<file path="src/rtl/mult_serial_approx.sv">
// Bit-serial unsigned multiplier: operands shift in LSB first on two pins,
// the product shifts out two bits per beat. Optional approximate mode zeroes operand LSBs.
module mult_serial_approx #(
  parameter int WIDTH    = 16,
  parameter int APPROX_K = 4
) (
  input  logic       clk,
  input  logic       rst,
  input  logic       start,
  input  logic       approx_en,
  input  logic       a_in,
  input  logic       b_in,
  output logic       p0,
  output logic       p1,
  output logic       p_valid,
  output logic       busy,
  output logic       done,
  output logic [1:0] dbg_state
);

  // Handshake: start is sampled only in IDLE (busy=0). p_valid marks each of the
  // WIDTH output beats. done is a single-cycle pulse in the first IDLE cycle after
  // the last beat, and a start in that cycle is accepted.

  typedef enum logic [1:0] {IDLE, LOAD, MUL, OUT} state_t;

  localparam int CW = $clog2(WIDTH + 1);
  localparam logic [WIDTH-1:0] KEEP_MASK = ~WIDTH'((64'd1 << APPROX_K) - 64'd1);

  state_t                 state;
  logic [CW-1:0]          cnt;
  logic                   mode;
  logic [WIDTH-1:0]       a_reg;
  logic [WIDTH-1:0]       b_reg;
  logic [2*WIDTH-1:0]     a_sh;
  logic [2*WIDTH-1:0]     acc;

  logic [WIDTH-1:0]       a_next;
  logic [WIDTH-1:0]       b_next;
  logic [WIDTH-1:0]       use_mask;

  always_comb begin
    a_next   = {a_in, a_reg[WIDTH-1:1]};
    b_next   = {b_in, b_reg[WIDTH-1:1]};
    use_mask = mode ? KEEP_MASK : '1;
  end

  assign dbg_state = state;

  always_ff @(posedge clk or negedge rst) begin
    if (!rst) begin
      state   <= IDLE;
      cnt     <= '0;
      mode    <= 1'b0;
      a_reg   <= '0;
      b_reg   <= '0;
      a_sh    <= '0;
      acc     <= '0;
      p0      <= 1'b0;
      p1      <= 1'b0;
      p_valid <= 1'b0;
      busy    <= 1'b0;
      done    <= 1'b0;
    end else begin
      case (state)
        IDLE: begin
          done <= 1'b0;
          if (start) begin
            // Bit 0 enters at the MSB end and reaches position 0 after WIDTH-1 shifts.
            a_reg <= {a_in, {(WIDTH-1){1'b0}}};
            b_reg <= {b_in, {(WIDTH-1){1'b0}}};
            mode  <= approx_en;
            cnt   <= '0;
            busy  <= 1'b1;
            state <= LOAD;
          end
        end
        LOAD: begin
          a_reg <= a_next;
          b_reg <= b_next;
          cnt   <= cnt + CW'(1);
          if (cnt == CW'(WIDTH - 2)) begin
            a_sh  <= {{WIDTH{1'b0}}, a_next & use_mask};
            b_reg <= b_next & use_mask;
            acc   <= '0;
            cnt   <= '0;
            state <= MUL;
          end
        end
        MUL: begin
          if (b_reg[0]) acc <= acc + a_sh;
          a_sh  <= a_sh << 1;
          b_reg <= b_reg >> 1;
          cnt   <= cnt + CW'(1);
          if (cnt == CW'(WIDTH - 1)) begin
            cnt   <= '0;
            state <= OUT;
          end
        end
        OUT: begin
          // One extra count holds the last beat visible before the done cycle.
          if (cnt == CW'(WIDTH)) begin
            p0      <= 1'b0;
            p1      <= 1'b0;
            p_valid <= 1'b0;
            busy    <= 1'b0;
            done    <= 1'b1;
            cnt     <= '0;
            state   <= IDLE;
          end else begin
            p0      <= acc[0];
            p1      <= acc[1];
            p_valid <= 1'b1;
            acc     <= acc >> 2;
            cnt     <= cnt + CW'(1);
          end
        end
        default: state <= IDLE;
      endcase
    end
  end

endmodule

</file>
<file path="config.mk">
export PLATFORM = sky130hd
export DESIGN_NAME = mult_serial_approx
export DESIGN_NICKNAME = d
export VERILOG_FILES = /design/src/rtl/mult_serial_approx.sv
export SDC_FILE = /design/constraint.sdc
export NUM_CORES = 1
export LEC_CHECK = 0
export CAP_MARGIN = 20
export CORE_ASPECT_RATIO = 0.5
export CORE_MARGIN = 1.5
export CORE_UTILIZATION = 45
export CTS_CLUSTER_SIZE = 12
export DETAILED_ROUTE_END_ITERATION = 7
export PLACE_DENSITY = 0.57
export SLEW_MARGIN = 5
export SYNTH_ARGS = -nofsm -noshare
export SYNTH_HDL_FRONTEND = slang
export SYNTH_SLANG_ARGS = --single-unit
</file>
<file path="constraint.sdc">
create_clock -name clk -period 3.8 [get_ports clk]
set_input_delay 0.38 -clock clk [delete_from_list [all_inputs] [get_ports clk]]
set_output_delay 0.38 -clock clk [all_outputs]
set_load 0.005 [all_outputs]
</file>
==> results of run 1 <==
worst paths after layout:
| check | startpoint | to | cells after the start |
|---|---|---|---|
| max | a_sh[0] | acc[30] | 12 |
| min | rst | a_sh[17] | 1 |
| max reg2reg | a_sh[0] | acc[30] | 12 |
| min reg2reg | p_valid | p_valid | 1 |
| max in group asynchronous | rst | a_reg[1] | 2 |
| min in group clk | p_valid | p_valid | 1 |
metal layers:
layer | global-route usage | vias to the layer above | share of wire
met3 | 0.0434 | 10 | 0.040
met4 | 0.0317 | 0 | 0.0060
met5 | 0 | - | 0
met1 | 0.336 | 2300 | 0.55
li1 | - | 2341 | -
met2 | 0.303 | 72 | 0.40
worst reg2reg max path: stages, from the launching register on:
cell,delay (ns)
dfrtp_1,0.38
ha_1,0.18
inv_1,0.06
fa_1,0.38
nand2b_1,0.19
a21oi_1,0.24
a21oi_1,0.15
o21a_2,0.26
a211oi_4,0.29
nor2_2,0.10
o41ai_4,0.34
xnor2_1,0.11
o31ai_2,0.18
power by group through the flow:
stage	registers (mW)	logic, mW	clock network, mW
2_1_floorplan	1.33	0.309	0
3_3_place_gp	1.35	0.424	0
3_5_place_dp	1.35	0.422	0
4_1_cts	1.33	0.425	0.991
5_1_grt	1.35	0.476	1.03
6_report	1.33	0.420	0.969
metrics by stage:
stage,instances,setup slack (ns)
2_1_floorplan,636,1.16
3_3_place_gp,796,0.959
3_5_place_dp,796,0.865
4_1_cts,812,0.840
5_1_grt,812,0.643
6_report,812,0.847
cell usage in the layout (no fill, tap or decap), drive strengths merged, types with 8 or more instances in the layout:
cell | Yosys | routed
dfrtp | 108 | 108
a21oi | 39 | 39
nor2 | 56 | 56
mux2i | 14 | 14
buf | 3 | 12
nand3 | 22 | 22
xor2 | 8 | 8
nand2b | 9 | 9
nor3 | 8 | 8
a21o | 15 | 15
clkbuf | 30 | 10
a22o | 47 | 47
inv | 19 | 23
xnor2 | 14 | 14
clkdlybuf4s50 | 0 | 11
nand2 | 61 | 61
o21ai | 44 | 44
a221oi | 21 | 21
ha | 41 | 41
logic make-up after synthesis:
logic type / after synthesis
flip-flops: 108
multiplexers: 17
AND/OR/NAND/NOR: 181
adder cells (fa/ha/maj): 42
AO/OA/AOI/OAI: 213
buffers and inverters: 53
XOR/XNOR: 22
area by class of cell:
cell class	instances	area [µm²]
Clock buffer	10	239
Clock inverter	6	62.6
Fill cell	1160	6240
Inverter	20	75.1
Multi-Input combinational cell	475	3280
Sequential cell	108	2700
Tap cell	170	213
Timing Repair Buffer	23	213
==> impl_results.md, run 1 <==
- Setup CP Type: reg2reg
- Logic pwr share: 0.154
- Sw frac: 0.294
- Wirelength, routed: 14,300 µm
- Root buffer cell: clkbuf_16
- Detailed Place HPWL: 9940 µm
- Design area: 6790 µm²
- Final Hold Fails: 0
- Gr usage total: 0.213
- Antenna Nets Post-Route: 0
- Worst-Skew Late Latency: 0.36 ns
- Vias in the first global route: 4,661
- Count leader, synth: dfrtp_1
- Syn Inst Count: 636
- Ant diodes: 0
- Pre-antenna DRT Iters: 4
- Initial Utilization: 0.473
- Pint: 1.92 mW
- Synth Area in Compound Gates: 0.251
- Post-synth top area share: 0.438
- Worst-path clk slew: 0.08 ns
- Syn nets: 684
- GRT Residual Overflow: 0
- Switching power: 0.799 mW
- Avg WL per Cell: 17.7 µm
- Initial antenna violation count: 0
- Xor/xnor cell area share of the yosys netlist: 0.0313
- Post-CTS sizing: 0
- Die H: 85.8 µm
- Crit share post-route: 0.777
- RSZ-0062 raised after global routing: no
- Pwr Total: 2.72 mW
- Port Buffer Count: 12
- Fin. max-slew vios: 0
- Fraction of layout cells with a size suffix above 1: 0.0763
- Synth Area in Simple Gates: 0.133
- Adder-Cell Fraction of Synth Area: 0.0864
- Clock Skews: 0.0155 ns
- # DRC: 0
- Synth top cells by count: dfrtp_1 (108), nand2_1 (60), nor2_1 (55)
- Die Footprint: 14,500 µm²
- IO Pins: 13
- Clock power frac: 0.356
- Vias/cell: 5.82
- Crit path cell chain: ha_1 > inv_1 > fa_1 > nand2b_1 > a21oi_1 > a21oi_1 > o21a_2 > a211oi_4 > nor2_2 > o41ai_4 > xnor2_1 > o31ai_2
- Power Density: 401 nW/µm²
- Family with the most delay on the worst path: compound AO/OA/AOI/OAI gates
- Post-route minimum period: 2.95 ns
- Max_slew headroom: 0.521
- Clock tree buffer depth: 2
- Hold Slack: 0.0482 ns
- Setup crit start kind: flip-flop
- H-tree levels: 3
- Clock sink total: 108
- DRT iter0 DRCs: 306
- Prevailing post-synth register cell: dfrtp_1
- R2R Setup Slk: 0.85 ns
- Detailed-route via count: 4,723
- Worst path most repeated cell: a21oi_1
- Synth Cell Area: 6170 µm²
- Setup_tns: 0 ns
- WP buf/inv: 1
- Number of max-cap violations: 0
- Setup violators final: 0
- Area growth syn-to-layout: 10.1%
- Slew @ Worst Pin: 0.716 ns
- Cts hold-fix bufs: 0
- Critical Path RT: 4.06 ns
- Setup Buffers After CTS: 0
- Flop pwr share: 0.490
- Worst Path Max Fanout: 4
- Synth warn: 0
- Setup crit end kind: flip-flop
- Top cells by area, synth: dfrtp_1 (44%), ha_1 (8.3%), a22o_1 (6.7%)
- Max frequency: 339 MHz
- Placed inst area: 6480 µm²
- Multiplexer share of the synthesized area: 0.0282
- Row Count: 29
- Die W: 169 µm
- Core Area: 13,000 µm²
- CTS buffer count: 9
- Max stage delay on crit path: 0.38 ns
- Status: completed
- CTS tree: yes
- Static Leak: 3.15 nW
- Slowest-stage cell, CP: dfrtp_1
- First-pass GRT wire length: 24,400 µm
- Routability cong.: 0.803
- Asr flop ratio synth: 1.00
- Avg Cell Area, Syn: 9.69 µm²
- Post-synth EDFFs: 0
- Hold Crit Class: in2async
- Nets: 685
- Distinct cells, synth: 61
- Max VDD drop: 0.180 mV
- Flops & latches, synth: 108
- CP arrival: 3.22 ns
- Largest family of logic cells by synthesized area: compound AO/OA/AOI/OAI gates
- Final core occ: 0.521
- Seq/Total Area, Yosys: 0.438
- Synth area leader: dfrtp_1
- Largest net degree at the start of global routing: 62
No activity file was read; power rests on OpenSTA's default activity.
==> run 2, diff against run 1 <==
Clock period 3.8 ns to 3 ns, I/O delays scaled along.
==> run 2 against run 1 <==
Against the previous run: sequential power grew 27%; fmax grew 4.3%; final area grew 1.5%; global-route usage grew 0.47 points; worst setup slack lost 0.68 ns; core utilization grew 0.80 points; clock skew shrank 0.0048 ns; via count grew 1.1%; flip-flop and latch count is the same; final cell count grew 0.74%; critical path depth is the same; largest cell class unchanged.
==> impl_results.md, run 2 (synthesis results as in run 1) <==
- Die W: 169 µm (unchanged)
- Worst-path clk slew: 0.09 ns (was 0.08 ns)
- Die Footprint: 14,500 µm² (unchanged)
- Pre-antenna DRT Iters: 5 (was 4)
- Final Hold Fails: 0 (unchanged)
- CTS tree: yes (unchanged)
- Top Usage Layer GRT: met1 (unchanged)
- Wirelength, routed: 14,500 µm (was 14,300 µm)
- Pint: 2.44 mW (was 1.92 mW)
- Worst Path Max Fanout: 4 (unchanged)
- IO Pins: 13 (unchanged)
- CP arrival: 3.10 ns (was 3.22 ns)
- Post-route minimum period: 2.83 ns (was 2.95 ns)
- Max VDD drop: 0.313 mV (was 0.180 mV)
- Antenna Nets Post-Route: 0 (unchanged)
- Die H: 85.8 µm (unchanged)
- Setup WS post-layout: 0.168 ns (was 0.847 ns)
- R2R Setup Slk: 0.17 ns (was 0.85 ns)
- Initial Utilization: 0.473 (unchanged)
- Most frequent cells in the layout: dfrtp_1 (108), nand2_1 (60), nor2_1 (55) (unchanged)
- Placed inst area: 6530 µm² (was 6480 µm²)
- Detailed Place HPWL: 10,100 µm (was 9940 µm)
- Setup CP Type: reg2reg (unchanged)
- Fin. max-slew vios: 0 (unchanged)
- Power Density: 507 nW/µm² (was 401 nW/µm²)
- RSZ-0062 raised after global routing: no (unchanged)
- First-pass GRT wire length: 24,800 µm (was 24,400 µm)
- Nets: 691 (was 685)
- Core Area: 13,000 µm² (unchanged)
- Setup crit end kind: flip-flop (unchanged)
- Crit share post-route: 0.944 (was 0.777)
- Detailed-route via count: 4,774 (was 4,723)
- Pwr Total: 3.50 mW (was 2.72 mW)
- Static Leak: 3.22 nW (was 3.15 nW)
- Avg WL per Cell: 17.8 µm (was 17.7 µm)
- Number of max-cap violations: 0 (unchanged)
- Design area: 6890 µm² (was 6790 µm²)
- DRT iter0 DRCs: 343 (was 306)
- Vias/cell: 5.84 (was 5.82)
- Max_slew headroom: 0.573 (was 0.521)
- Clock power frac: 0.356 (about the same)
- Switching power: 1.06 mW (was 0.799 mW)
- Met1 Resource Use GR: 0.335 (was 0.336)
- Logic pwr share: 0.161 (was 0.154)
- Critical Path RT: 3.27 ns (was 4.06 ns)
- Row Count: 29 (unchanged)
- GRT Residual Overflow: 0 (unchanged)
- Initial antenna violation count: 0 (unchanged)
- Commonest non-fill, non-tap cell in the layout: dfrtp_1 (unchanged)
- GR met3 Demand/Resource: 0.0388 (was 0.0434)
- Largest net degree at the start of global routing: 70 (was 62)
- Status: completed (unchanged)
- Worst r2r path cells: 12 (unchanged)
- Area growth syn-to-layout: 11.7% (was 10.1%)
- Setup crit start kind: flip-flop (unchanged)
- Ant diodes: 0 (unchanged)
- R2R Path End: acc[30] (unchanged)
- Root buffer cell: clkbuf_16 (unchanged)
- # DRC: 0 (unchanged)
- Vias in the first global route: 4,703 (was 4,661)
- Hold Crit Class: in2async (unchanged)
- Routing usage on met2: 0.319 (was 0.303)
- Clock sink total: 108 (unchanged)
- Pre-CTS worst setup slack: 0.0877 ns (was 0.865 ns)
- H-tree levels: 3 (unchanged)
- Setup_tns: 0 ns (unchanged)
- Flop pwr share: 0.483 (was 0.490)
- Routability cong.: 0.815 (was 0.803)
- Worst-Skew Late Latency: 0.36 ns (about the same)
- Hold Slack: 0.483 ns (was 0.0482 ns)
- CTS buffer count: 9 (unchanged)
- Sw frac: 0.302 (was 0.294)
- Clock Skews: 0.0107 ns (was 0.0155 ns)
- Clock tree buffer depth: 2 (unchanged)
- Gr usage total: 0.218 (was 0.213)
- Max frequency: 353 MHz (was 339 MHz)
- Setup violators final: 0 (unchanged)
- Fraction of layout cells with a size suffix above 1: 0.0910 (was 0.0763)
- Reg2reg start: a_sh[0] (unchanged)
- Slew @ Worst Pin: 0.641 ns (was 0.716 ns)
- Port Buffer Count: 12 (unchanged)
==> run 2: worst max-delay path: stages (launching register included) <==
cell and delay (ns):
dfrtp_1 0.38, ha_1 0.18, inv_1 0.05, fa_1 0.41, nand2b_4 0.18, a21oi_2 0.19, a21oi_2 0.09, o21a_2 0.25
a211oi_4 0.31, nor2_2 0.09, o41ai_4 0.33, xnor2_1 0.12, o31ai_2 0.17
==> run 2: final cells by class <==
type	count	area, µm²
fillers	1164	6140
clock inverters	7	83.8
multi-input cells	475	3320
well taps	170	213
clock buffers	9	225
flip-flops and latches	108	2700
repair buffers	29	273
inverters	20	75.1
==> run 2: timing repair <==
item / 4_1_cts / 5_1_grt
endpoints found under the hold margin: 39 / 0
gates resized for setup: 0 / 7
setup buffers: 0 / 0
endpoints found under the setup margin: 0 / 10
hold buffers: 1 / 0
==> run 2: power groups by stage <==
stage | logic (mW) | registers [mW] | clock network (mW)
after floorplan | 0.392 | 1.68 | 0
after global placement | 0.551 | 1.71 | 0
after detailed placement | 0.550 | 1.72 | 0
after CTS | 0.554 | 1.69 | 1.28
after global routing | 0.633 | 1.71 | 1.34
final | 0.563 | 1.69 | 1.25
==> run 2: layer usage <==
layer	vias up	routed length [µm]
met4	0	58
met3	6	588
met5	-	0
met1	2323	7800
li1	2370	-
met2	75	6090
==> run 2: through the flow <==
stage | instances | utilization
floorplan | 636 | -
global placement | 800 | 0.501
detailed placement | 800 | 0.501
CTS | 817 | 0.526
global route | 818 | 0.529
finish | 818 | 0.529
==> run 2: worst max path at each step <==
stage | cells after the start | start | slack, ns | end
detailed placement | 8 | acc[18] | 0.09 | acc[29]
finish | 12 | a_sh[0] | 0.17 | acc[30]
floorplan | 12 | a_sh[0] | 0.36 | acc[30]
CTS | 8 | acc[18] | 0.06 | acc[29]
global placement | 8 | acc[18] | 0.09 | acc[29]
global route | 11 | a_sh[3] | 0.005 | acc[19]
